## src/rtl/f_sub16_serial.sv

```systemverilog
// Bit-serial subtractor: computes ain - bin - bwin one bit per clock, LSB
// first, and reports the difference, the borrow-out and the two's-complement
// overflow.
// A run takes WIDTH cycles in SHIFT, followed by one DONE cycle.
module f_sub16_serial #(
  parameter int WIDTH = 16
) (
  input  logic             clk,
  input  logic             rst,
  input  logic             start,
  input  logic [WIDTH-1:0] ain,
  input  logic [WIDTH-1:0] bin,
  input  logic             bwin,
  output logic [WIDTH-1:0] dout,
  output logic             bwout,
  output logic             ovf,
  output logic             busy,
  output logic             done
);

  localparam int CW = (WIDTH > 1) ? $clog2(WIDTH) : 1;

  typedef enum logic [1:0] {
    ST_IDLE  = 2'd0,
    ST_SHIFT = 2'd1,
    ST_DONE  = 2'd2
  } state_t;

  state_t           r_state;
  state_t           w_state_nxt;
  logic [CW-1:0]    r_cnt;
  logic [WIDTH-1:0] r_a;
  logic [WIDTH-1:0] r_b;
  logic [WIDTH-1:0] r_res;
  logic             r_bw;
  logic [WIDTH-1:0] r_dout;
  logic             r_bwout;
  logic             r_ovf;
  logic             r_busy;
  logic             r_done;

  logic             w_accept;
  logic             w_last;
  logic [1:0]       w_bit;
  logic             w_d;
  logic             w_bw_nxt;
  logic [WIDTH-1:0] w_res_nxt;

  // One-bit full subtractor: returns {borrow_out, difference}.
  function automatic logic [1:0] fsub_bit(input logic a, input logic b, input logic bw);
    logic d;
    logic bo;
    d  = a ^ b ^ bw;
    bo = (~a & b) | (~(a ^ b) & bw);
    return {bo, d};
  endfunction

  // A new run may start from IDLE or directly from DONE (back-to-back).
  assign w_accept  = start && ((r_state == ST_IDLE) || (r_state == ST_DONE));
  assign w_last    = (r_state == ST_SHIFT) && (r_cnt == CW'(WIDTH - 1));
  assign w_bit     = fsub_bit(r_a[0], r_b[0], r_bw);
  assign w_d       = w_bit[0];
  assign w_bw_nxt  = w_bit[1];
  assign w_res_nxt = {w_d, r_res[WIDTH-1:1]};

  // State register.
  always_ff @(posedge clk or posedge rst) begin
    if (rst) begin
      r_state <= ST_IDLE;
    end else begin
      r_state <= w_state_nxt;
    end
  end

  // Next-state decode; start during SHIFT is deliberately not looked at.
  always_comb begin
    w_state_nxt = r_state;
    case (r_state)
      ST_IDLE: begin
        if (start) w_state_nxt = ST_SHIFT;
        else       w_state_nxt = ST_IDLE;
      end
      ST_SHIFT: begin
        if (w_last) w_state_nxt = ST_DONE;
        else        w_state_nxt = ST_SHIFT;
      end
      ST_DONE: begin
        if (start) w_state_nxt = ST_SHIFT;
        else       w_state_nxt = ST_IDLE;
      end
      default: w_state_nxt = ST_IDLE;
    endcase
  end

  // Operand/result shift registers, running borrow and bit counter.
  always_ff @(posedge clk or posedge rst) begin
    if (rst) begin
      r_a   <= {WIDTH{1'b0}};
      r_b   <= {WIDTH{1'b0}};
      r_res <= {WIDTH{1'b0}};
      r_bw  <= 1'b0;
      r_cnt <= {CW{1'b0}};
    end else if (w_accept) begin
      r_a   <= ain;
      r_b   <= bin;
      r_res <= {WIDTH{1'b0}};
      r_bw  <= bwin;
      r_cnt <= {CW{1'b0}};
    end else if (r_state == ST_SHIFT) begin
      r_a   <= {1'b0, r_a[WIDTH-1:1]};
      r_b   <= {1'b0, r_b[WIDTH-1:1]};
      r_res <= w_res_nxt;
      r_bw  <= w_bw_nxt;
      r_cnt <= r_cnt + CW'(1);
    end
  end

  // Result registers: updated only on the final bit, held otherwise.
  // On the last bit r_a[0]/r_b[0] are the original operand MSBs.
  always_ff @(posedge clk or posedge rst) begin
    if (rst) begin
      r_dout  <= {WIDTH{1'b0}};
      r_bwout <= 1'b0;
      r_ovf   <= 1'b0;
    end else if (w_last) begin
      r_dout  <= w_res_nxt;
      r_bwout <= w_bw_nxt;
      r_ovf   <= (r_a[0] ^ r_b[0]) & (w_d ^ r_a[0]);
    end
  end

  // Status flags registered from the next state so they track the FSM exactly.
  always_ff @(posedge clk or posedge rst) begin
    if (rst) begin
      r_busy <= 1'b0;
      r_done <= 1'b0;
    end else begin
      r_busy <= (w_state_nxt == ST_SHIFT);
      r_done <= (w_state_nxt == ST_DONE);
    end
  end

  assign dout  = r_dout;
  assign bwout = r_bwout;
  assign ovf   = r_ovf;
  assign busy  = r_busy;
  assign done  = r_done;

endmodule
```

## config.mk

```make
export PLATFORM = sky130hd
export DESIGN_NAME = f_sub16_serial
export DESIGN_NICKNAME = d
export VERILOG_FILES = /design/src/rtl/f_sub16_serial.sv
export SDC_FILE = /design/constraint.sdc
export NUM_CORES = 1
export LEC_CHECK = 0
export ABC_AREA = 1
export BUFFER_PORTS_ARGS = -buffer_cell sky130_fd_sc_hd__buf_2
export CORE_UTILIZATION = 60
export CTS_CLUSTER_DIAMETER = 100
export DETAILED_ROUTE_END_ITERATION = 10
export GPL_TIMING_DRIVEN = 0
export PLACE_DENSITY_LB_ADDON = 0.12
export SLEW_MARGIN = 20
export SYNTH_ARGS = -nofsm -noshare
export SYNTH_HDL_FRONTEND = slang
export SYNTH_SLANG_ARGS = --single-unit
```

## constraint.sdc

```tcl
create_clock -name clk -period 4.9 [get_ports clk]
set_input_delay 0.49 -clock clk [delete_from_list [all_inputs] [get_ports clk]]
set_output_delay 0.49 -clock clk [all_outputs]
set_load 0.02 [all_outputs]
```

==> results.sh <==
export IMPL_yosys_register_bits=74
export IMPL_multi_input_area_sq_um=1120
export IMPL_cts_buffers=9
export IMPL_antennaDiodeCount=0
export IMPL_regArea_sq_um=1850
export IMPL_clockBufferDepth=2
export IMPL_postCtsSetupBuffers=0
export IMPL_grt_pass1_vias=2515
export IMPL_synth_cell_types=20
export IMPL_vias_per_cell=4.95
export IMPL_post_drt_wl_per_cell_microns=12.2
export IMPL_hpwlAfterDp_mm=4.23
export IMPL_fmax_mhz=712
export IMPL_worstMarginPinSlew_ns=0.467
export IMPL_drtAntennaViolNets=0
export IMPL_endpoint_kind="register"
export IMPL_holdWs_ns=0.166
export IMPL_initial_utilization_pct=63.6
export IMPL_die_w_microns=76.3
export IMPL_clk_insertion_delay_late_ns=0.34
export IMPL_pre_cts_ws_ns=3.52
export IMPL_grt_use_total_pct=24.8
export IMPL_max_stage_delay_ns=0.60
export IMPL_crit_slowest_cell="fa_1"
export IMPL_reg2reg_depth=5
export IMPL_r2r_start="r_a[0]"
export IMPL_fin_setup_tns_ns=0
export IMPL_synth_avg_cell_area_sq_um=8.49
export IMPL_final_layout_size_suffix_gt1_share_pct=24.9
export IMPL_critPathMaxFanout=5
export IMPL_cts_root_buf="clkbuf_8"
export IMPL_dpl_cell_count=516
export IMPL_crit_top_cell="nor2_1"
export IMPL_r2r_setup_slack_ns=3.50
export IMPL_area_growth_pct=18.8
export IMPL_p_leak_nw=2.22
export IMPL_required_ns=5.18
export IMPL_cp_arrival_ns=1.69
export IMPL_r2r_end="ovf"
export IMPL_grt_overflow_total=0
export IMPL_grt_max_degree=39
export IMPL_drt_pass1_iterations=5
export IMPL_hold_viol=0
export IMPL_cts_resized=0
export IMPL_num_rows=26
export IMPL_synth_nets=429
export IMPL_die_h_microns=76.3
export IMPL_antenna_found_initial=0
export IMPL_clock_skew_ns=0.00740
export IMPL_maxCapViolations=0
export IMPL_io_buffers=55
export IMPL_finalCritPeriodShare_pct=28.6
export IMPL_grt_setup_unrepaired="no"
export IMPL_wirelength_mm=6.48
export IMPL_slew_violations=0
export IMPL_finalNonFillerCells=532
export IMPL_h_tree_depth=3
export IMPL_fillers=397
export IMPL_coreArea_sq_um=5200
export IMPL_max_vdd_ir_drop_v=0.000450
export IMPL_crit_type="register to register"
export IMPL_p_per_area_nw_per_um2=678
export IMPL_routabilityCongestion=0.783
export IMPL_clk_pin_slew_ns=0.08
export IMPL_grt_first_pass_wirelength_mm=11.2
export IMPL_io_pins=56
export IMPL_vias=2635
export IMPL_path_buf_inv=0
export IMPL_drt_drc_violations_left=0
export IMPL_report_power_total_mw=2.67
export IMPL_setup_slack_ns=3.50
export IMPL_start_kind="register"
export IMPL_maxSlewHeadroom_pct=68.9
export IMPL_cp_top_family="adder cells"
export IMPL_path_cells="fa_1 > nor2_1 > nor2_1 > nand3_1 > nand2_1"
export IMPL_min_path_type="primary input to async pin"
export IMPL_cts_num_sinks=74
export IMPL_cts_hold_buf=0
export IMPL_cts_tree="built"
export IMPL_setup_viol_count_final=0
export IMPL_drtIter0Drc=166
export IMPL_period_minus_slack_ns=1.40
export IMPL_seq_area_frac_synth_pct=55.9
export IMPL_synthesis_instances=390
export IMPL_syn_cell_area_sq_um=3310
export IMPL_die_area_sq_um=5820
export IMPL_yosys_warnings=0
export IMPL_fin_nets=496
export IMPL_outcome="complete, no violations"
[layer usage]
| metal | vias to the layer above | part of all wire [%] | GRT usage (%) |
|---|---|---|---|
| li1 | 1310 | - | - |
| met1 | 1236 | 45 | 31.6 |
| met2 | 77 | 49 | 41.4 |
| met3 | 12 | 4.6 | 7.07 |
| met4 | 0 | 1.2 | 6.92 |
| met5 | - | 0 | 0 |
[worst max-delay path by stage]
| stage | from | to | slack (ns) | depth (start not counted) |
|---|---|---|---|---|
| 5_1_grt | r_a[0] | ovf | 3.41 | 5 |
| 3_5_place_dp | r_cnt[0] | dout[0] | 3.52 | 7 |
| 6_report | r_a[0] | ovf | 3.50 | 5 |
| 2_1_floorplan | rst | busy | 2.53 | 1 |
| 3_3_place_gp | rst | r_a[13] | 1.66 | 2 |
| 4_1_cts | r_a[0] | ovf | 3.49 | 5 |
[Yosys cell counts (all sizes together)]
cell type / n / area (sq um)
buf: 15 / 120
fa: 1 / 20.0
o22ai: 15 / 93.8
a21oi: 1 / 5.00
inv: 58 / 223
xnor2: 1 / 8.76
nand2: 190 / 736
o21ai: 21 / 169
nand3: 5 / 25.0
ha: 2 / 25.0
nor2: 7 / 33.8
dfrtp: 74 / 1850
[cells in the final DEF (no fill, tap or decap), types with 2 or more instances in the layout]
cell type,netlist,layout
buf_2,6,61
buf_4,3,3
buf_6,6,6
bufinv_16,0,2
clkbuf_8,0,12
dfrtp_1,74,74
ha_1,2,2
inv_1,54,53
inv_2,2,2
inv_4,2,3
nand2_1,185,185
nand2_2,3,3
nand2_4,2,2
nand3_1,5,5
nor2_1,6,6
o21ai_0,4,4
o21ai_2,17,17
o22ai_1,15,15
[area by class of cell]
cell class                      count  share of cell area, %
Sequential cell                    74                   47.1
Multi-Input combinational cell    243                   28.4
Timing Repair Buffer               56                   7.51
Inverter                           58                   5.73
Clock buffer                       12                   4.20
Buffer                             15                   3.05
Tap cell                           70                   2.23
Clock inverter                      4                   1.84
[flip-flops by register name, summed over array words and instances, names as in the netlist]
register,flops
dout,16
r_a,16
r_b,16
r_res,15
r_cnt,4
r_state,2
busy,1
bwout,1
done,1
ovf,1
r_bw,1
[stage by stage]
| stage | utilization (%) | area (sq um) |
|---|---|---|
| 2_1_floorplan | - | 3310 |
| 5_1_grt | 75.6 | 3930 |
| 3_5_place_dp | 71.0 | 3700 |
| 3_3_place_gp | 70.6 | 3670 |
| 6_report | 75.6 | 3930 |
| 4_1_cts | 75.6 | 3930 |
[power by group]
group,switching (mW),internal (mW)
registers,0.147,0.888
logic,0.683,0.399
clock network,0.222,0.328
[cells by family (layout without fill, tap and decap cells)]
| group | after synthesis | count (layout) | synth area share, % |
|---|---|---|---|
| AOI/OAI and AO/OA | 37 | 37 | 8.09 |
| xor gates and xnor gates | 1 | 1 | 0.265 |
| adders and majority gates | 3 | 3 | 1.36 |
| buffers and inverters | 73 | 145 | 10.4 |
| DFF | 74 | 74 | 55.9 |
| and+or+nand+nor | 202 | 202 | 24.0 |
(Power assumes the default switching activity.)
